[config.mk]
export PLATFORM = sky130hd
export DESIGN_NAME = game_controller_flat
export DESIGN_NICKNAME = d
export VERILOG_FILES = /design/src/rtl/game_controller_if.sv /design/src/rtl/game_controller.sv /design/src/flat_wrapper.sv
export SDC_FILE = /design/constraint.sdc
export NUM_CORES = 1
export LEC_CHECK = 0
export ABC_AREA = 0
export BUFFER_PORTS_ARGS = -buffer_cell sky130_fd_sc_hd__buf_2
export CORE_MARGIN = 8
export CORE_UTILIZATION = 35
export CTS_CLUSTER_DIAMETER = 80
export DETAILED_ROUTE_END_ITERATION = 8
export GPL_TIMING_DRIVEN = 0
export HOLD_SLACK_MARGIN = 0.12
export SYNTH_ARGS = -nofsm -noshare
export SYNTH_HDL_FRONTEND = slang
export SYNTH_SLANG_ARGS = --single-unit
[constraint.sdc]
create_clock -name clk -period 4.1 [get_ports clk]
set_input_delay 0.82 -clock clk [delete_from_list [all_inputs] [get_ports clk]]
set_output_delay 0.82 -clock clk [all_outputs]
set_load 0.005 [all_outputs]
[src/rtl/game_controller_if.sv]
// Counter link: the bus between the game controller and the multimode counter.
// Latency: none, wires only.
// Backpressure: none, the counter always accepts a load strobe.
// Ports (master = controller side):
//   controlValue  [1:0]       mode to counter
//   initialValue  [WIDTH-1:0] load value to counter
//   INIT                      one-cycle load strobe
//   WINNER / LOSER            counter outcome flags (levels)
interface game_controller_if #(
  parameter int WIDTH = 4
);
  logic [1:0]       controlValue;
  logic [WIDTH-1:0] initialValue;
  logic             INIT;
  logic             WINNER;
  logic             LOSER;

  modport master (
    output controlValue,
    output initialValue,
    output INIT,
    input  WINNER,
    input  LOSER
  );

  modport slave (
    input  controlValue,
    input  initialValue,
    input  INIT,
    output WINNER,
    output LOSER
  );
endinterface

[src/rtl/game_controller.sv]
// Round sequencer/scorekeeper driving a multimode counter: loads a seed, relays mode, tallies outcomes.
// Latency: start -> INIT 1 cycle; outcome edge -> tally 1 cycle, -> next INIT or gameOver 2 cycles.
// Backpressure: none; start is only honoured in IDLE/OVER, outcome flags only score while in RUN.
// Ports:
//   clk, rst            clock, synchronous active-high reset
//   start, seed         new-game request and the counter seed latched with it
//   modeSelect          player's mode request, forwarded while a round runs
//   cnt (master)        counter link: controlValue, initialValue, INIT out; WINNER, LOSER in
//   winScore, loseScore round tallies
//   gameOver, playerWon game finished / which tally reached TARGET
//   busy                a game round is in progress (LOAD, RUN, SCORE)
module game_controller #(
  parameter int WIDTH      = 4,
  parameter int SCORE_BITS = 4,
  parameter int TARGET     = 15
) (
  input  logic                  clk,
  input  logic                  rst,
  input  logic                  start,
  input  logic [WIDTH-1:0]      seed,
  input  logic [1:0]            modeSelect,
  game_controller_if.master     cnt,
  output logic [SCORE_BITS-1:0] winScore,
  output logic [SCORE_BITS-1:0] loseScore,
  output logic                  gameOver,
  output logic                  playerWon,
  output logic                  busy
);

  typedef enum logic [2:0] {
    IDLE  = 3'd0,
    LOAD  = 3'd1,
    RUN   = 3'd2,
    SCORE = 3'd3,
    OVER  = 3'd4
  } state_e;

  localparam logic [SCORE_BITS-1:0] TARGET_S = SCORE_BITS'(TARGET);
  localparam logic [SCORE_BITS-1:0] ONE_S    = SCORE_BITS'(1);

  state_e                state_q, state_d;
  logic [1:0]            ctrl_q, ctrl_d;
  logic [WIDTH-1:0]      ival_q, ival_d;
  logic                  init_q, init_d;
  logic [SCORE_BITS-1:0] win_q, win_d;
  logic [SCORE_BITS-1:0] lose_q, lose_d;
  logic                  over_q, over_d;
  logic                  won_q, won_d;
  logic                  busy_q, busy_d;
  logic                  win_prev_q, win_prev_d;
  logic                  lose_prev_q, lose_prev_d;

  logic win_rise;
  logic lose_rise;

  // Edge history runs in every state so a flag already high when a round
  // starts is never mistaken for a fresh outcome.
  assign win_rise  = cnt.WINNER & ~win_prev_q;
  assign lose_rise = cnt.LOSER & ~lose_prev_q;

  always_comb begin
    state_d     = state_q;
    ival_d      = ival_q;
    win_d       = win_q;
    lose_d      = lose_q;
    won_d       = won_q;
    win_prev_d  = cnt.WINNER;
    lose_prev_d = cnt.LOSER;

    case (state_q)
      IDLE, OVER: begin
        if (start) begin
          state_d = LOAD;
          ival_d  = seed;
          win_d   = '0;
          lose_d  = '0;
          won_d   = 1'b0;
        end
      end
      LOAD: begin
        state_d = RUN;
      end
      RUN: begin
        // WINNER has priority; a coincident LOSER edge is dropped.
        if (win_rise) begin
          win_d   = win_q + ONE_S;
          state_d = SCORE;
        end else if (lose_rise) begin
          lose_d  = lose_q + ONE_S;
          state_d = SCORE;
        end
      end
      SCORE: begin
        if (win_q == TARGET_S) begin
          state_d = OVER;
          won_d   = 1'b1;
        end else if (lose_q == TARGET_S) begin
          state_d = OVER;
          won_d   = 1'b0;
        end else begin
          state_d = LOAD;
        end
      end
      default: begin
        state_d = IDLE;
      end
    endcase

    // Outputs are registered, so they are derived from the state being entered.
    ctrl_d = (state_d == RUN) ? modeSelect : 2'd0;
    init_d = (state_d == LOAD);
    over_d = (state_d == OVER);
    busy_d = (state_d == LOAD) || (state_d == RUN) || (state_d == SCORE);
  end

  always_ff @(posedge clk) begin
    if (rst) begin
      state_q     <= IDLE;
      ctrl_q      <= '0;
      ival_q      <= '0;
      init_q      <= 1'b0;
      win_q       <= '0;
      lose_q      <= '0;
      over_q      <= 1'b0;
      won_q       <= 1'b0;
      busy_q      <= 1'b0;
      win_prev_q  <= 1'b0;
      lose_prev_q <= 1'b0;
    end else begin
      state_q     <= state_d;
      ctrl_q      <= ctrl_d;
      ival_q      <= ival_d;
      init_q      <= init_d;
      win_q       <= win_d;
      lose_q      <= lose_d;
      over_q      <= over_d;
      won_q       <= won_d;
      busy_q      <= busy_d;
      win_prev_q  <= win_prev_d;
      lose_prev_q <= lose_prev_d;
    end
  end

  assign cnt.controlValue = ctrl_q;
  assign cnt.initialValue = ival_q;
  assign cnt.INIT         = init_q;
  assign winScore         = win_q;
  assign loseScore        = lose_q;
  assign gameOver         = over_q;
  assign playerWon        = won_q;
  assign busy             = busy_q;

endmodule

[src/flat_wrapper.sv]
// flat-port wrapper written by rule: the top's interface ports become plain ports
module game_controller_flat 
#(
  parameter int WIDTH      = 4,
  parameter int SCORE_BITS = 4,
  parameter int TARGET     = 15
)
  (clk, rst, start, seed, modeSelect, winScore, loseScore, gameOver, playerWon, busy, cnt_controlValue, cnt_initialValue, cnt_INIT, cnt_WINNER, cnt_LOSER);
  game_controller_if #(.WIDTH(WIDTH)) cnt_i ();
  input  logic clk;
  input  logic rst;
  input  logic start;
  input  logic [WIDTH-1:0] seed;
  input  logic [1:0] modeSelect;
  output logic [SCORE_BITS-1:0] winScore;
  output logic [SCORE_BITS-1:0] loseScore;
  output logic gameOver;
  output logic playerWon;
  output logic busy;
  output wire logic [$bits(cnt_i.controlValue)-1:0] cnt_controlValue;
  output wire logic [$bits(cnt_i.initialValue)-1:0] cnt_initialValue;
  output wire logic [$bits(cnt_i.INIT)-1:0] cnt_INIT;
  input wire logic [$bits(cnt_i.WINNER)-1:0] cnt_WINNER;
  input wire logic [$bits(cnt_i.LOSER)-1:0] cnt_LOSER;
  assign cnt_controlValue = cnt_i.controlValue;
  assign cnt_initialValue = cnt_i.initialValue;
  assign cnt_INIT = cnt_i.INIT;
  assign cnt_i.WINNER = cnt_WINNER;
  assign cnt_i.LOSER = cnt_LOSER;
  game_controller #(.WIDTH(WIDTH), .SCORE_BITS(SCORE_BITS), .TARGET(TARGET)) u_core (.clk(clk), .rst(rst), .start(start), .seed(seed), .modeSelect(modeSelect), .cnt(cnt_i), .winScore(winScore), .loseScore(loseScore), .gameOver(gameOver), .playerWon(playerWon), .busy(busy));
endmodule
[Yosys cells after proc, flatten, opt, wreduce, memory -nomap -nowiden]
Index checks and enable logic that the tools add are counted.
Word-level totals
  bits in registers: 23
  input bits: 11
  output and inout port bits: 18
Operators by class
  $add $sub $neg: 2
  equal/unequal tests: 15
  muxes and demuxes: 16
  bitwise operators: 5
  reduce and logical (&&, ||, !) cells: 11
Operators with widths (number)
  4-bit 2-to-1 mux: 4
  4-bit case mux with 2 select lines: 2
  3-bit 2-to-1 mux: 5
  3-bit by 2-bit == test with 1-bit output (second input constant): 4
  3-bit case mux with 4 select lines: 1
  4-bit by 1-bit adder with 4-bit output (second input constant): 2
  4-bit == test (second input constant): 2
  3-bit by 1-bit == test with 1-bit output (second input constant): 2
  3-bit == test (second input constant): 2
  3-bit AND reduction: 2
  2-bit by 1-bit != test with 1-bit output (second input constant): 2
  2-bit != test (second input constant): 2
  4-bit AND reduction: 1
  2-bit nonzero test: 2
  2-bit OR reduction: 2
  3-bit zero test: 1
  1-bit 2-to-1 mux: 3
  3-bit by 1-bit != test with 1-bit output (second input constant): 1
  1-bit inverter: 3
  1-bit AND: 2
  1-bit logical OR: 2
  1-bit case mux with 2 select lines: 1
  2-bit AND reduction: 1

[Longest topological paths before layout]
  word-level depth: 8
  mapped depth: 5

[Least setup slack after synthesis]
No wires, ideal clock.
  path type: input-to-reg
  start: input port start
  end: register u_core.lose_q[3], in the netlist u_core.loseScore[3]
  library setup time: 59 ps
  arrival time: 1756 ps
  data required time: 4041 ps
  setup slack: 2285 ps
  stages: 5
  cell sequence: or3b_1 -> buf_4 -> nand2b_1 -> or4_1 -> nand2_1
Between the ends
  word-level cells in the longest chain between the ends: 2
RTL lines
  start, declared: line flat_wrapper.sv:12  | input logic start;
  2-bit != test (no source line)
  4-bit AND reduction (no source line)
  end signal, assigned: line game_controller.sv:135  | lose_q <= lose_d;
  end, declared: line game_controller.sv:46  | logic [SCORE_BITS-1:0] lose_q, lose_d;
No other way between the ends.
A chain may end at the register's enable or synchronous reset.

[Final worst setup path]
Ends and elaborated chain as after synthesis.

==> impl_metrics.csv <==
group,metric,value,unit
timing,slew-limit-headroom,63.7,%
worst_setup_path,cp_cell_sequence,"buf_2 -> or3b_1 -> buf_4 -> nand2b_1 -> or4_1 -> nand2_1",
detailed_routing,routed_wl,2070,um
yosys,yosysMostFrequentCell,"dfxtp_1",
clock_tree,insertion_delay,0.30,ns
clock_tree,cts_setup_buffers,0,
pwr,seq_power_share,57.9,%
placed_design,gp_congestion,0.818,
floorplanning,design.core.area,0.00266,mm2
yosys,yosysSeqAreaShare,48.5,%
layout,finalNetCount,148,
yosys,synth_edf_count,0,
yosys,synth.area.top_cells,"dfxtp_1 (48%), nand2_1 (5.5%), a21oi_1 (5.3%)",
worst_setup_path,critPathLaunchType,"input port",
timing,finalSetupTns,0,ns
worst_setup_path,cp-startpoint,"start",
worst_setup_path,worstPathRequired,4.36,ns
pwr,leakagePower,0.522,nW
yosys,netlist_area,950,um2
layout,syn2layout_area_growth,21.2,%
worst_setup_path,crit_type,"in -> reg",
detailed_routing,first_pass_iters,4,
layout,drive_above_1_share,27.6,%
floorplanning,ios,29,
detailed_routing,wl_per_cell,12.5,um
yosys,synth_top_cell_by_area,"dfxtp_1",
pwr,peakVddDrop,221,uV
clock_tree,clock_sinks,23,
floorplanning,rows,19,
floorplanning,die_y,68.1,um
flow_run,cap_violations,0,
yosys,synthTopCellsByCount,"dfxtp_1 (23), nand2_1 (14), nor2_1 (11)",
timing,rsz0062_at_grt,"no",
worst_setup_path,reg2reg_slack,2.48,ns
grt,grt_usage,9.56,%
pwr,p_sw_share,28.0,%
yosys,yosys.area.top_type_share,48.5,%
timing,worst_pin_slew,0.544,ns
timing,fin_skew,0.00257,ns
clock_tree,cts_buffers,3,
clock_tree,clockBufferDepth,2,
placed_design,dpl_cell_area,0.00112,mm2
worst_setup_path,crit_path_max_fanout,10,
yosys,synth_compound_area_share,10.3,%
clock_tree,cts_tree,"built",
clock_tree,holdBufCountCts,0,
yosys,dominantRegCellSynth,"dfxtp_1",
detailed_routing,ant_nets,0,
yosys,yosys_warnings,0,
yosys,ys_ff_latch,23,
worst_setup_path,r2r_start,"u_core.state_q[1]",
detailed_routing,vias,812,
worst_setup_path,cp.buffers_inverters,2,
layout,diodes,0,
placed_design,dpl.hpwl,1580,um
grt,antenna_found_initial,0,
pwr,p_per_area,374,mW/mm2
floorplanning,start_util,35.7,%
worst_setup_path,cp.arrival,2.03,ns
grt,grt_pass1_wl,3540,um
min_path,min_from,"u_core.playerWon",
yosys,synthAdderAreaFrac,2.64,%
timing,final_hold_viol_count,0,
timing,period_needed,1.77,ns
worst_setup_path,cp_slowest_cell,"or4_1",
worst_setup_path,endpoint_kind,"flip-flop",
clock_tree,cts_resized,0,
floorplanning,die_x,68.1,um
timing,fmax,0.566,GHz
detailed_routing,drt_iter0_drc,19,
floorplanning,die_area,0.00464,mm2
timing,setup_viol_count_final,0,
yosys,synth_xor_area_share,3.69,%
yosys,synth_top_family_by_area,"simple AND/OR/NAND/NOR gates",
clock_tree,htreeDepth,1,
grt,grt_max_degree,14,
pwr,combinationalPowerShare,18.0,%
detailed_routing,drc,0,
detailed_routing,viasPerCell,4.92,
clock_tree,clkTransAtPathRegs,0.13,ns
yosys,synth.net_count,116,
timing,slew_violations,0,
yosys,syn_inst,103,
layout,fillCellCount,283,
min_path,hold_path.class,"reg -> reg",
worst_setup_path,slowest_delay,0.53,ns
pwr,clock_power_share,24.1,%
yosys,synthArstFlopShare,0,%
grt,grt_overflow,0,
layout,final_area,0.00115,mm2
pwr,p_sw,121,uW
outcome,status,"finished clean",
yosys,avgSynthCellArea,9.22,um2
yosys,muxShareOfSynthArea,3.43,%
placed_design,portBuffers,27,
yosys,synth.distinct_cells,28,
worst_setup_path,cp_top_family,"simple AND/OR/NAND/NOR gates",
pwr,p_int,310,uW
timing,min_period_over_period,43.1,%
clock_tree,clockRootBuffer,"clkbuf_4",
yosys,synthSimpleGateAreaFrac,29.5,%
grt,grt_pass1_vias,807,
metrics by stage:
| step | power [mW] | setup slack, ns | std cells | util [%] | hold WS, ns |
|---|---|---|---|---|---|
| floorplan | 0.304 | 2.29 | 103 | - | 0.453 |
| global placement | 0.331 | 2.03 | 161 | 42.2 | 0.440 |
| detailed placement | 0.332 | 2.01 | 161 | 42.2 | 0.447 |
| CTS | 0.438 | 2.34 | 165 | 43.2 | 0.466 |
| global route | 0.458 | 2.26 | 165 | 43.2 | 0.497 |
| finish | 0.430 | 2.33 | 165 | 43.2 | 0.460 |
power groups by stage:
| stage | logic (mW) | registers [mW] | clock network [mW] |
|---|---|---|---|
| 2_1_floorplan | 0.0496 | 0.254 | 0 |
| 3_3_place_gp | 0.0770 | 0.254 | 0 |
| 3_5_place_dp | 0.0784 | 0.254 | 0 |
| 4_1_cts | 0.0791 | 0.249 | 0.110 |
| 5_1_grt | 0.0867 | 0.251 | 0.120 |
| 6_report | 0.0776 | 0.249 | 0.104 |
logic make-up after synthesis:
family | count (synthesis)
mux | 3
simple gates | 51
xor+xnor | 4
compound gates | 16
fa+ha+maj | 2
buf+inv | 4
flops | 23
final timing paths:
kind,endpoint,cells after the start
hold / removal,u_core.playerWon,2
setup / recovery,u_core.loseScore[3],6
hold reg to reg,u_core.playerWon,2
setup reg to reg,u_core.loseScore[3],5
final cells by class:
cell class / count / area [um2] / share of cell area [%]
buffer: 4 / 18.8 / 1.63
tap: 31 / 38.8 / 3.37
sequential: 23 / 460 / 40.0
multi-input combinational: 76 / 470 / 40.9
timing repair buffer: 27 / 135 / 11.7
clock buffer: 3 / 22.5 / 1.96
clock inverter: 1 / 5.00 / 0.435
worst reg2reg max path, cell delays in order, from the launching register on:
cell	delay (ns)
dfxtp_1	0.49
or3b_1	0.16
buf_4	0.16
nand2b_1	0.16
or4_1	0.53
nand2_1	0.08
metal layers:
metal	global-route usage, %	vias to the layer above	share of wire [%]
met5	0	-	0
met3	2.78	2	5.7
met1	11.5	370	45
met2	15.8	18	48
met4	3.32	0	0.82
li1	-	422	-
layout by cell type (no fill, tap or decap):
cell type,netlist,layout
xor2_1,2,2
nor3b_1,3,3
nand4b_1,1,1
nand3b_1,1,1
dfxtp_1,23,23
or4b_2,1,1
buf_2,0,27
clkbuf_1,3,3
and4bb_2,1,1
nor2b_1,4,4
clkbuf_4,0,3
nand2_1,14,14
mux2_2,2,2
nand3_1,2,2
or3b_1,1,1
and2_1,2,2
nand2b_1,4,4
ha_1,2,2
a211oi_2,1,1
a21oi_1,10,10
a211oi_1,1,1
nor2_1,11,11
clkinv_2,0,1
buf_4,1,1
o211ai_1,3,3
mux2i_1,1,1
o21ai_0,1,1
nand4bb_1,1,1
or4_1,1,1
xnor2_1,2,2
and3_1,4,4
registers in the layout, summed over array words and instances (netlist names), 2 cells and up:
name and count:
u_core.cnt.controlValue 2, u_core.cnt.initialValue 4, u_core.loseScore 4, u_core.state_q 3, u_core.winScore 4
No activity file was read; power rests on OpenSTA's default activity.
